File: config.mk
export PLATFORM = sky130hd
export DESIGN_NAME = led_bin_expander
export DESIGN_NICKNAME = d
export VERILOG_FILES = /design/src/rtl/led_pkg.sv /design/src/rtl/led_bin_expander.sv
export SDC_FILE = /design/constraint.sdc
export NUM_CORES = 1
export LEC_CHECK = 0
export CORE_ASPECT_RATIO = 0.7
export CORE_MARGIN = 1
export CORE_UTILIZATION = 40
export CTS_CLUSTER_SIZE = 28
export DETAILED_ROUTE_END_ITERATION = 8
export PLACE_DENSITY = 0.7
export SETUP_SLACK_MARGIN = 0.05
export SLEW_MARGIN = 30
export SYNTH_ARGS = -nofsm -noshare
export SYNTH_HDL_FRONTEND = slang
export SYNTH_SLANG_ARGS = --single-unit
File: constraint.sdc
create_clock -name clk -period 2.5 [get_ports clk]
set_input_delay 0.25 -clock clk [delete_from_list [all_inputs] [get_ports clk]]
set_output_delay 0.25 -clock clk [all_outputs]
set_load 0.01 [all_outputs]
File: src/rtl/led_pkg.sv
// rtl/led_pkg.sv - shared constants and types for the per-bin LED count interface
package led_pkg;

    localparam int LEDS_DEFAULT    = 50;
    localparam int BIN_QTY_DEFAULT = 12;

    localparam int LED_CW = $clog2(LEDS_DEFAULT);
    localparam int LED_BW = $clog2(BIN_QTY_DEFAULT);

    typedef enum logic [1:0] {
        IDLE = 2'd0,
        SCAN = 2'd1,
        EMIT = 2'd2
    } exp_state_t;

    // One frame's worth of per-bin LED counts as produced by the count calculator.
    typedef logic [BIN_QTY_DEFAULT-1:0][LED_CW-1:0] led_count_vec_t;

endpackage

File: src/rtl/led_bin_expander.sv
// rtl/led_bin_expander.sv - expands per-bin LED counts into an ordered per-LED stream
module led_bin_expander
    import led_pkg::*;
#(
    parameter  int LEDS    = LEDS_DEFAULT,
    parameter  int BIN_QTY = BIN_QTY_DEFAULT,
    localparam int CW      = $clog2(LEDS),
    localparam int BW      = $clog2(BIN_QTY)
) (
    input  logic                         clk,
    input  logic                         rst,
    input  logic [BIN_QTY-1:0][CW-1:0]   LEDCount_i,
    input  logic                         data_v_i,
    output logic                         busy_o,
    output logic                         overrun_o,
    output logic                         led_v_o,
    input  logic                         led_ready_i,
    output logic [CW-1:0]                led_idx_o,
    output logic [BW-1:0]                led_bin_o,
    output logic                         frame_done_o
);

    // The last bin is the catch-all; its captured count is never consulted.
    localparam logic [BW-1:0] LAST_BIN = BW'(BIN_QTY - 1);
    localparam logic [BW-1:0] PEN_BIN  = BW'(BIN_QTY - 2);
    localparam logic [CW-1:0] IDX_LAST = CW'(LEDS - 1);
    localparam logic [CW-1:0] REM_ONE  = CW'(1);

    exp_state_t                 state;
    logic [BIN_QTY-1:0][CW-1:0] cnt_q;
    logic [BW-1:0]              bin;
    logic [CW-1:0]              idx;
    logic [CW-1:0]              rem;
    logic [BW-1:0]              bin_inc;
    logic [CW-1:0]              next_cnt;

    assign led_idx_o = idx;
    assign led_bin_o = bin;
    assign bin_inc   = bin + 1'b1;

    // Count for the bin after the current one; the catch-all bin loads zero since it is unlimited.
    always_comb begin
        next_cnt = '0;
        if (bin < PEN_BIN) begin
            next_cnt = cnt_q[bin_inc];
        end
    end

    // Capture, bin scan and per-LED emit sequencing with registered handshake/status outputs.
    always_ff @(posedge clk or negedge rst) begin
        if (!rst) begin
            state        <= IDLE;
            cnt_q        <= '0;
            bin          <= '0;
            idx          <= '0;
            rem          <= '0;
            busy_o       <= 1'b0;
            overrun_o    <= 1'b0;
            led_v_o      <= 1'b0;
            frame_done_o <= 1'b0;
        end else begin
            overrun_o    <= 1'b0;
            frame_done_o <= 1'b0;
            case (state)
                IDLE: begin
                    if (data_v_i) begin
                        cnt_q  <= LEDCount_i;
                        bin    <= '0;
                        idx    <= '0;
                        rem    <= LEDCount_i[0];
                        busy_o <= 1'b1;
                        state  <= SCAN;
                    end
                end
                SCAN: begin
                    if (data_v_i) begin
                        overrun_o <= 1'b1;
                    end
                    if ((bin == LAST_BIN) || (rem != '0)) begin
                        led_v_o <= 1'b1;
                        state   <= EMIT;
                    end else begin
                        bin <= bin_inc;
                        rem <= next_cnt;
                    end
                end
                EMIT: begin
                    if (data_v_i) begin
                        overrun_o <= 1'b1;
                    end
                    if (led_ready_i) begin
                        if (idx == IDX_LAST) begin
                            // Frame complete: park the counters so the idle outputs read zero.
                            led_v_o      <= 1'b0;
                            busy_o       <= 1'b0;
                            frame_done_o <= 1'b1;
                            idx          <= '0;
                            bin          <= '0;
                            rem          <= '0;
                            state        <= IDLE;
                        end else begin
                            idx <= idx + 1'b1;
                            if (bin == LAST_BIN) begin
                                // Catch-all bin keeps emitting until the LED budget runs out.
                                rem <= rem;
                            end else if (rem == REM_ONE) begin
                                led_v_o <= 1'b0;
                                bin     <= bin_inc;
                                rem     <= next_cnt;
                                state   <= SCAN;
                            end else begin
                                rem <= rem - 1'b1;
                            end
                        end
                    end
                end
                default: begin
                    led_v_o <= 1'b0;
                    busy_o  <= 1'b0;
                    state   <= IDLE;
                end
            endcase
        end
    end

endmodule

# ---- Word level (Yosys, flattened, before mapping)
# Index checks and enable logic that the tools add are counted.
dict set report classes {
  add_sub_neg 3
  magnitude_cmp 2
  n_eq_ne 12
  n_mux 43
  bitwise 2
  reduce_logical 13
}
# cell n
set op_table {}
lappend op_table {{$mux 6} 11}
lappend op_table {{$bmux 6 s4} 1}
lappend op_table {{$mux 4} 6}
lappend op_table {{$pmux 6 s3} 1}
lappend op_table {{$reduce_and 5->1} 3}
lappend op_table {{$mux 1} 13}
lappend op_table {{$mux 2} 6}
lappend op_table {{$pmux 4 s3} 1}
lappend op_table {{$pmux 6 s2} 1}
lappend op_table {{$ne 2x2->1 const B} 5}
lappend op_table {{$add 6x1->6 const B} 1}
lappend op_table {{$eq 6x1->1 const B} 1}
lappend op_table {{$eq 6x6->1 const B} 1}
lappend op_table {{$ne 3x3->1 const B} 2}
lappend op_table {{$pmux 1 s3} 2}
lappend op_table {{$pmux 2 s3} 1}
lappend op_table {{$reduce_and 6->1} 1}
lappend op_table {{$reduce_bool 6->1} 1}
lappend op_table {{$sub 6x1->6 const B} 1}
lappend op_table {{$lt 4x5->1 const B} 1}
lappend op_table {{$add 4x1->4 const B} 1}
lappend op_table {{$eq 4x4->1 const B} 1}
lappend op_table {{$lt 4x4->1 const B} 1}
lappend op_table {{$reduce_and 4->1} 1}
lappend op_table {{other kinds (10)} 11}
dict set report word_totals {
  reg_bits 94
  input_bits 76
  output_inout_bits 14
  word_cells 95
}

# ---- Longest topological paths before layout
# Gate-level depths: netlist of the first run.
dict set report depth {
  depth_word 9
  ltp_mapped 10
  depth_no_buf 8
}

# ---- Least setup slack after synthesis of the first run
# OpenSTA, ideal clock, no wires.
dict set report synth_timing {
  path_kind {reg2reg}
  start {reg bin[1], in the netlist led_bin_o[1]}
  end {reg rem[1]}
  setup_time_ns 0.139
  t_arrival_ns 2.129
  t_required_ns 2.361
  setup_slack_ns 0.232
  stages_incl_launch_ff 9
  n_path_buf 2
  period_less_slack_ns 2.268
  path_cell_list {dfrtp_1 ha_1 buf_2 buf_1 mux4_2 o21ai_0 nand3_1 a211oi_1 a211oi_1}
}
dict set report synth_via {
  elab_chain_len 9
  word_cells_on_any_way 16
  classes_between {add/sub: 1; order compare: 1; eq/ne: 3; mux: 9; reduce/logical: 2}
}
# item line_no
set synth_lines {}
lappend synth_lines {{from (decl)} led_bin_expander.sv:31} ;# logic [BW-1:0] bin;
lappend synth_lines {{from (signal assigned)} led_bin_expander.sv:83} ;# bin <= bin_inc;
lappend synth_lines {{from (signal assigned)} led_bin_expander.sv:108} ;# bin <= bin_inc;
lappend synth_lines {{$add 4x1->4} led_bin_expander.sv:39} ;# assign bin_inc = bin + 1'b1;
lappend synth_lines {{$bmux 6 s4} led_bin_expander.sv:45} ;# next_cnt = cnt_q[bin_inc];
lappend synth_lines {{$mux 6 (implied by the code)} led_bin_expander.sv:45}
lappend synth_lines {{$mux 6} led_bin_expander.sv:44} ;# if (bin < PEN_BIN) begin
lappend synth_lines {{$mux 6} led_bin_expander.sv:106} ;# end else if (rem == REM_ONE) begin
lappend synth_lines {{$mux 6} led_bin_expander.sv:103} ;# if (bin == LAST_BIN) begin
lappend synth_lines {{$mux 6} led_bin_expander.sv:92} ;# if (idx == IDX_LAST) begin
lappend synth_lines {{$mux 6} led_bin_expander.sv:91} ;# if (led_ready_i) begin
lappend synth_lines {{$pmux 6 s3} led_bin_expander.sv:64} ;# case (state)
lappend synth_lines {{to (signal assigned)} led_bin_expander.sv:70} ;# rem <= LEDCount_i[0];
lappend synth_lines {{to (signal assigned)} led_bin_expander.sv:105} ;# rem <= rem;
lappend synth_lines {{to (signal assigned)} led_bin_expander.sv:109} ;# rem <= next_cnt;
lappend synth_lines {{to (decl)} led_bin_expander.sv:33} ;# logic [CW-1:0] rem;
# Parallel ways exist; a longest one is shown, timed or not. The select of a mux whose other input is x is not followed.
# A chain may end at the register's enable or synchronous reset.

# ---- Final worst setup path of the first run
dict set report layout_timing {
  start {reg bin[1], in the netlist led_bin_o[1]}
  end {reg rem[3]}
}
# Same word-level chain as after synthesis.

==> results.cfg, run 1 <==
[route]
wirelength_mm = 10.6
dr.pass1.iters = 4
avgViaCountPerCell = 5.33
num_vias = 3338
post_drt_wl_per_cell_um = 16.9
antenna_left = 0
drc_errors = 0
drt-initial-drc-count = 190

[final_layout]
drive_gt1_share_pct = 25.6
syn_to_final_growth_pct = 30.0
antenna_cells = 0
final_cells = 626
multi_input_area_sq_mm = 0.00228
regArea_sq_mm = 0.00235
final_nets = 555
nFillCells = 956
fin_area_sq_mm = 0.00617

[cts]
clk_latency_ns = 0.34
cts_buffers = 9
cts_max_level = 3
numClockSinks = 94
path_clk_slew_ns = 0.06
tritoncts = yes
clk_path_buf_depth = 2
cts-root-buf = clkbuf_16

[place]
place_inst = 610
port_buffers = 89
dp_hpwl_mm = 7.76
place_congestion = 0.822
placed_cell_area_sq_mm = 0.00585

[timing]
rsz0062_at_grt = false
setup_viol = 0
finalHoldViolCount = 0
slew_violations = 0
fin_crit_sh_pct = 89.3
slew-limit-headroom_pct = 55.1
max_freq_ghz = 0.448
finClkSkew_ns = 0.00659
tightest_slew_ns = 0.670
tns_ns = 0
period_minus_slack_ns = 2.23

[pwr]
p_per_area_mw_per_mm2 = 1130
total_leakage_power_nw = 2.50
ir_worst_vdd_mv = 0.476

[die]
core_sq_mm = 0.0113
dieWidth_um = 132
start_util_pct = 42.0
die_h_um = 93.1
design.die.area_sq_mm = 0.0123
core.rowCount = 32
ios = 90

[global_route]
grt_pass1_vias = 3398
grt_pass1_wl_mm = 17.4
grt_max_degree = 52
grt-ovfl-total = 0
antenna_found_initial = 0
grt_use_total_pct = 18.7

[synth]
ys.warnings.count = 0
yosysUniqueCellTypes = 44
async_reset_ff_share_pct = 100
syn_area_per_cell_sq_um = 12.5
synth.yosys.seq_area_share_pct = 49.6
synth_edf_count = 0
synthTopCellsByArea = dfrtp_1, mux2_2, mux4_2
synth_fp_nets = 464
synth_largest_area_cell = dfrtp_1
synth_top_area_share_pct = 49.6
synthCells = 378
synth_area_sq_mm = 0.00474
synth_flop_cell = dfrtp_1
synth-seq-cells = 94

[critical_path]
ff2ff_path_depth = 8
critPathLaunchType = flop
arrival_ns = 2.45
path_max_fanout = 21
regToRegSetupSlack_ns = 0.27
r2r-start = led_bin_o[1]$_DFFE_PN0P_
critPathKind = flop to flop
required_ns = 2.72
reg2reg_to = rem[3]$_DFFE_PN0P_
crit_path_end_kind = flop

[outcome]
outcome = complete, no violations

[min_path]
hold_class = input port to async pin

[job]
cap_violations = 0
-- cell usage after synthesis (2+ instances only) --
cell type / count
o21ai_0: 29
mux4_2: 16
dfrtp_1: 94
inv_1: 12
a41oi_1: 2
nand3b_1: 3
nor2b_1: 3
buf_2: 5
mux2_2: 72
clkbuf_1: 12
ha_1: 10
a211oi_1: 4
o31ai_1: 6
a31oi_1: 6
nor2_1: 17
or2_2: 2
o211ai_1: 3
mux2i_1: 5
nor3b_1: 3
nand2_1: 15
o22ai_1: 6
a21oi_1: 7
nand3_1: 6
xnor2_1: 3
nand2b_1: 15
nor3_1: 4
-- kinds of logic after synthesis --
| logic type | synth area share (%) |
|---|---|
| XOR/XNOR | 0.739 |
| adder cells (fa/ha/maj) | 2.64 |
| buffers and inverters | 2.51 |
| flip-flops | 49.6 |
| multiplexers | 25.8 |
| AO/OA/AOI/OAI | 9.55 |
| AND/OR/NAND/NOR | 9.21 |
-- routing by layer --
metal	part of all wire [%]	vias to the layer above	wire (um)	global-route usage (%)
met5	0	-	0	0
met4	0.79	0	84	4.75
met3	7.1	10	747	6.50
met2	43	111	4520	27.5
met1	49	1645	5220	26.3
li1	-	1572	-	-
-- how the worst max path moves through the flow --
stage	start	endpoint	slack, ns	cells after the start
2_1_floorplan	led_bin_o[1]$_DFFE_PN0P_	rem[1]$_DFFE_PN0P_	0.23	8
3_3_place_gp	led_bin_o[1]$_DFFE_PN0P_	led_bin_o[3]$_DFFE_PN0P_	0.32	7
3_5_place_dp	led_bin_o[1]$_DFFE_PN0P_	led_bin_o[3]$_DFFE_PN0P_	0.24	7
4_1_cts	led_bin_o[1]$_DFFE_PN0P_	led_bin_o[3]$_DFFE_PN0P_	0.22	7
5_1_grt	led_bin_o[1]$_DFFE_PN0P_	rem[3]$_DFFE_PN0P_	0.05	8
6_report	led_bin_o[1]$_DFFE_PN0P_	rem[3]$_DFFE_PN0P_	0.27	8
-- power by group --
| group | switching, mW | internal, mW | total, mW |
|---|---|---|---|
| Clock | 0.550 | 0.869 | 1.42 |
| Sequential | 0.414 | 2.23 | 2.65 |
| Combinational | 1.30 | 1.58 | 2.88 |
| Total | 2.27 | 4.68 | 6.95 |
-- state kept, by name, summed over array words and instances, names as in the netlist --
| signal | count |
|---|---|
| cnt_q | 72 |
| led_idx_o | 6 |
| rem | 6 |
| led_bin_o | 4 |
| state | 2 |
| busy_o | 1 |
| frame_done_o | 1 |
| led_v_o | 1 |
| overrun_o | 1 |
-- final cells by class --
type / instances / area share [%]
clock buffers: 11 / 3.77
clock inverters: 4 / 1.18
inverters: 12 / 0.731
repair buffers: 98 / 16.2
flip-flops and latches: 94 / 38.1
well taps: 153 / 3.10
multi-input cells: 254 / 36.9
-- critical path: stages (launching register included) --
cell	delay [ns]
dfrtp_1	0.46
ha_2	0.39
buf_12	0.18
mux2i_1	0.29
o22ai_1	0.14
o21ai_0	0.17
o311ai_0	0.19
o21ai_0	0.19
a21oi_1	0.10
-- layout by cell type, fill, tap and decap left out, types with 2 or more instances in the layout --
cell type | Yosys | routed
clkdlybuf4s50_1 | 0 | 88
a31oi_1 | 6 | 6
nand2_1 | 15 | 14
clkbuf_1 | 12 | 2
nand3_1 | 6 | 6
o211ai_1 | 3 | 3
buf_4 | 0 | 6
clkbuf_16 | 0 | 9
a211oi_1 | 4 | 4
nand2_2 | 1 | 2
bufinv_16 | 0 | 2
mux2_2 | 72 | 72
a21oi_1 | 7 | 7
nand3b_1 | 3 | 3
nor2b_1 | 3 | 3
buf_12 | 0 | 3
nor2_1 | 17 | 17
o22ai_1 | 6 | 6
o31ai_1 | 6 | 6
mux2i_1 | 5 | 5
or2_2 | 2 | 2
ha_1 | 10 | 9
mux4_2 | 16 | 16
a41oi_1 | 2 | 2
nand2b_1 | 15 | 15
nor3_1 | 4 | 4
o21ai_0 | 29 | 29
dfrtp_1 | 94 | 94
xnor2_1 | 3 | 3
nor3b_1 | 3 | 3
inv_1 | 12 | 12
-- through the flow --
stage | util [%] | hold WS [ns] | total power [mW] | setup WS [ns]
global route | 54.6 | 0.487 | 7.42 | 0.0505
CTS | 54.6 | 0.476 | 7.00 | 0.223
detailed placement | 51.8 | 0.298 | 5.55 | 0.242
global placement | 51.8 | 0.294 | 5.44 | 0.319
floorplan | - | -0.0456 | 4.66 | 0.232
finish | 54.6 | 0.466 | 6.95 | 0.268
-- what timing repair did --
action	CTS	global route
setup endpoints to repair	0	1
buffers inserted	0	0
hold buffers	1	0
gates resized for setup	0	1
hold endpoints to repair	43	0
(Power assumes the default switching activity.)
==> run 2, diff against run 1 <==
- CAP_MARGIN: default -> 10
- SKIP_CTS_REPAIR_TIMING: default -> 1
- clock period: 2.5 -> 2.8 ns (I/O delays scaled with it)
==> results.cfg, run 2 (synthesis results as in run 1) <==
[global_route]
grt_max_degree = 73
grt_use_total_pct = 19.5
antenna_found_initial = 0
grt_pass1_vias = 3397
grt-ovfl-total = 0
grt_pass1_wl_mm = 18.1

[place]
dp_slack_ns = 0.476
place_congestion = 0.865
placed_cell_area_sq_mm = 0.00582
port_buffers = 89
dp_hpwl_mm = 8.16
place_inst = 610

[timing]
max_freq_ghz = 0.427
tightest_slew_ns = 0.721
setup_viol = 0
fin_crit_sh_pct = 83.6
rsz0062_at_grt = false
tns_ns = 0
fin_ws_ns = 0.459
period_minus_slack_ns = 2.34
slew_violations = 0
whs_ns = 0.448
finalHoldViolCount = 0
slew-limit-headroom_pct = 51.9
finClkSkew_ns = 0.00606

[cts]
path_clk_slew_ns = 0.07
clk_latency_ns = 0.34
tritoncts = yes
cts_buffers = 9
numClockSinks = 94
clk_path_buf_depth = 2
cts-root-buf = clkbuf_16
cts_max_level = 3

[route]
antenna_left = 0
avgViaCountPerCell = 5.38
drt-initial-drc-count = 344
post_drt_wl_per_cell_um = 17.6
num_vias = 3374
dr.pass1.iters = 5
wirelength_mm = 11.1
drc_errors = 0

[job]
cap_violations = 0

[final_layout]
fin_util_pct = 54.6
final_nets = 555
antenna_cells = 0
syn_to_final_growth_pct = 30.1
nFillCells = 953
largest_register_ffs = 72
largest-register = cnt_q
fin_area_sq_mm = 0.00617
layout_commonest_cell = dfrtp_1
final_cells = 627
final_cell_mix = dfrtp_1, clkdlybuf4s50_1, mux2_2, o21ai_0, nor2_1
drive_gt1_share_pct = 25.9

[critical_path]
crit_path_end_kind = flop
ff2ff_path_depth = 7
arrival_ns = 2.59
regToRegSetupSlack_ns = 0.46
reg2reg_to = led_bin_o[3]$_DFFE_PN0P_
required_ns = 3.05
r2r-start = led_bin_o[1]$_DFFE_PN0P_
path_max_fanout = 9
critPathKind = flop to flop
critPathLaunchType = flop

[die]
core.rowCount = 32
design.die.area_sq_mm = 0.0123
die_h_um = 93.1
dieWidth_um = 132
start_util_pct = 42.0
core_sq_mm = 0.0113
ios = 90

[min_path]
hold_class = input port to async pin

[pwr]
total_leakage_power_nw = 2.51
ir_worst_vdd_mv = 0.568
p_per_area_mw_per_mm2 = 1020
power_mw = 6.30

[outcome]
outcome = complete, no violations
## run 2: changes by cell type in the layout (fill, tap and decap cells not counted), sizes merged
cell / change
clkinv: +1
## run 2: area by class of cell
| class | count | area (sq um) | share of cell area, % |
|---|---|---|---|
| flip-flops and latches | 94 | 2350 | 38.1 |
| well taps | 153 | 191 | 3.10 |
| clock buffers | 11 | 253 | 4.10 |
| inverters | 12 | 45.0 | 0.730 |
| repair buffers | 98 | 971 | 15.7 |
| clock inverters | 5 | 81.3 | 1.32 |
| multi-input cells | 254 | 2270 | 36.9 |
## run 2: how the worst max path moves through the flow
| stage | end | slack (ns) | depth (start not counted) | start |
|---|---|---|---|---|
| after floorplan | rem[1]$_DFFE_PN0P_ | 0.53 | 8 | led_bin_o[1]$_DFFE_PN0P_ |
| after global placement | led_bin_o[3]$_DFFE_PN0P_ | 0.60 | 7 | led_bin_o[1]$_DFFE_PN0P_ |
| after detailed placement | led_bin_o[3]$_DFFE_PN0P_ | 0.48 | 7 | led_bin_o[1]$_DFFE_PN0P_ |
| after CTS | led_bin_o[3]$_DFFE_PN0P_ | 0.46 | 7 | led_bin_o[1]$_DFFE_PN0P_ |
| after global routing | led_bin_o[3]$_DFFE_PN0P_ | 0.32 | 7 | led_bin_o[1]$_DFFE_PN0P_ |
| final | led_bin_o[3]$_DFFE_PN0P_ | 0.46 | 7 | led_bin_o[1]$_DFFE_PN0P_ |
## run 2: critical path: stages, from the launching register on
cell      delay (ns)
dfrtp_1         0.46
ha_1            0.33
and3b_1         0.28
nand3b_4        0.19
a221oi_4        0.34
nand2_2         0.14
or2_1           0.28
o31ai_1         0.23
## run 2: layer usage
metal	up-vias	part of all wire [%]	GRT usage, %
met5	-	0	0
met4	0	0.61	4.55
met3	7	7.6	5.42
met2	120	43	27.9
met1	1681	49	28.9
li1	1566	-	-
## run 2: report_power, final
group | internal, mW | switching, mW
logic | 1.39 | 1.15
clock network | 0.831 | 0.516
registers | 1.99 | 0.412
==> run 3, diff against run 2 <==
- clock period: 2.8 -> 2.4 ns (I/O delays scaled with it)
==> results.cfg, run 3 (synthesis results as in run 1) <==
[pwr]
p_int_mw = 4.75
p_sw_share_pct = 33.9
p_per_area_mw_per_mm2 = 1160
total_leakage_power_nw = 2.53
comb_power_share_pct = 42.1
switchingPower_mw = 2.44
sequentialPowerShare_pct = 38.9
ir_worst_vdd_mv = 0.662
clockPowerShare_pct = 19.0

[final_layout]
final_nets = 561
layout_commonest_cell = dfrtp_1
antenna_cells = 0
final_cells = 633
drive_gt1_share_pct = 26.9
fin_util_pct = 54.7
final_cell_mix = dfrtp_1, clkdlybuf4s50_1, mux2_2, o21ai_0, nor2_1
nFillCells = 964
largest_register_ffs = 72
largest-register = cnt_q
syn_to_final_growth_pct = 30.3

[timing]
finClkSkew_ns = 0.00771
rsz0062_at_grt = false
slew-limit-headroom_pct = 56.3
finalHoldViolCount = 0
period_minus_slack_ns = 2.18
max_freq_ghz = 0.459
fin_crit_sh_pct = 90.7
setup_viol = 0
tightest_slew_ns = 0.656
slew_violations = 0
fin_ws_ns = 0.222
tns_ns = 0

[route]
drt-initial-drc-count = 298
wirelength_mm = 11.1
post_drt_wl_per_cell_um = 17.6
antenna_left = 0
dr.pass1.iters = 6
drc_errors = 0
avgViaCountPerCell = 5.46
num_vias = 3457

[die]
core_sq_mm = 0.0113
dieWidth_um = 132
core.rowCount = 32
start_util_pct = 42.0
ios = 90
design.die.area_sq_mm = 0.0123
die_h_um = 93.1

[global_route]
grt-ovfl-total = 0
antenna_found_initial = 0
grt_max_degree = 73
grt_pass1_vias = 3505
grt_pass1_wl_mm = 18.4
grt_use_total_pct = 19.7

[critical_path]
ff2ff_path_depth = 8
critPathKind = flop to flop
arrival_ns = 2.43
crit_slowest_cell = dfrtp_1
path_max_fanout = 8
cp_slowest_stage_delay_ns = 0.42
crit_chain = inv_1 -> ha_1 -> nand4b_2 -> o21a_4 -> a221oi_4 -> nand2_2 -> or2_1 -> o31ai_1
critPathLaunchType = flop
crit_path_end_kind = flop
required_ns = 2.65

[cts]
cts-root-buf = clkbuf_16
path_clk_slew_ns = 0.07
numClockSinks = 94
clk_path_buf_depth = 2
tritoncts = yes
clk_latency_ns = 0.35
cts_buffers = 9
cts_max_level = 3

[place]
place_congestion = 0.856
dp_hpwl_mm = 8.10
dp_slack_ns = 0.232
port_buffers = 89
place_inst = 615

[outcome]
outcome = complete, no violations

[job]
cap_violations = 0

[min_path]
hold_class = input port to async pin
run 3: cell count changes in the layout (fill, tap and decap cells not counted), sizes merged:
cell,previous run,this run
buf,9,15
bufinv,2,0
clkinv,2,3
clkinvlp,1,2
run 3: worst max-delay path: cells and delay by family, from the launching register on:
family,cells,cell delay [ns]
buffers and inverters,1,0.07
adders and majority gates,1,0.16
AOI/OAI and AO/OA,3,0.86
DFF,1,0.42
and+or+nand+nor,3,0.58
run 3: through the flow:
step	area (sq um)	hold slack, ns	power, mW
after detailed placement	5870	0.309	5.83
after global routing	6180	0.462	7.65
final	6180	0.454	7.19
after CTS	6160	-0.0602	7.21
after floorplan	4740	-0.0556	4.85
after global placement	5870	0.303	5.71
run 3: worst paths after layout:
path	start	end	slack [ns]
max	led_idx_o[1]$_DFFE_PN0P_	led_bin_o[3]$_DFFE_PN0P_	0.22
min	rst	cnt_q[34]$_DFFE_PN0P_	0.45
max reg2reg	led_idx_o[1]$_DFFE_PN0P_	led_bin_o[3]$_DFFE_PN0P_	0.22
min reg2reg	cnt_q[44]$_DFFE_PN0P_	cnt_q[44]$_DFFE_PN0P_	0.50
max in group asynchronous	rst	cnt_q[54]$_DFFE_PN0P_	1.24
min in group clk	led_ready_i	frame_done_o$_DFF_PN0_	0.46
run 3: metal layers:
metal | track usage, % | routed length (um)
met3 | 5.80 | 916
met4 | 5.52 | 135
met1 | 28.3 | 5360
met2 | 28.7 | 4700
met5 | 0 | 0
run 3: power by group through the flow:
stage	clock network [mW]	registers, mW	logic, mW
2_1_floorplan	0	2.65	2.20
3_3_place_gp	0	2.80	2.91
3_5_place_dp	0	2.83	3.00
4_1_cts	1.40	2.80	3.02
5_1_grt	1.46	2.89	3.30
6_report	1.37	2.80	3.03
run 3: area by class of cell:
cell class,instances,area (sq um),share of cell area (%)
multi-input combinational,254,2270,36.8
timing repair buffer,104,1030,16.7
sequential,94,2350,38.1
tap,153,191,3.10
clock buffer,11,253,4.09
inverter,12,45.0,0.729
clock inverter,5,33.8,0.547
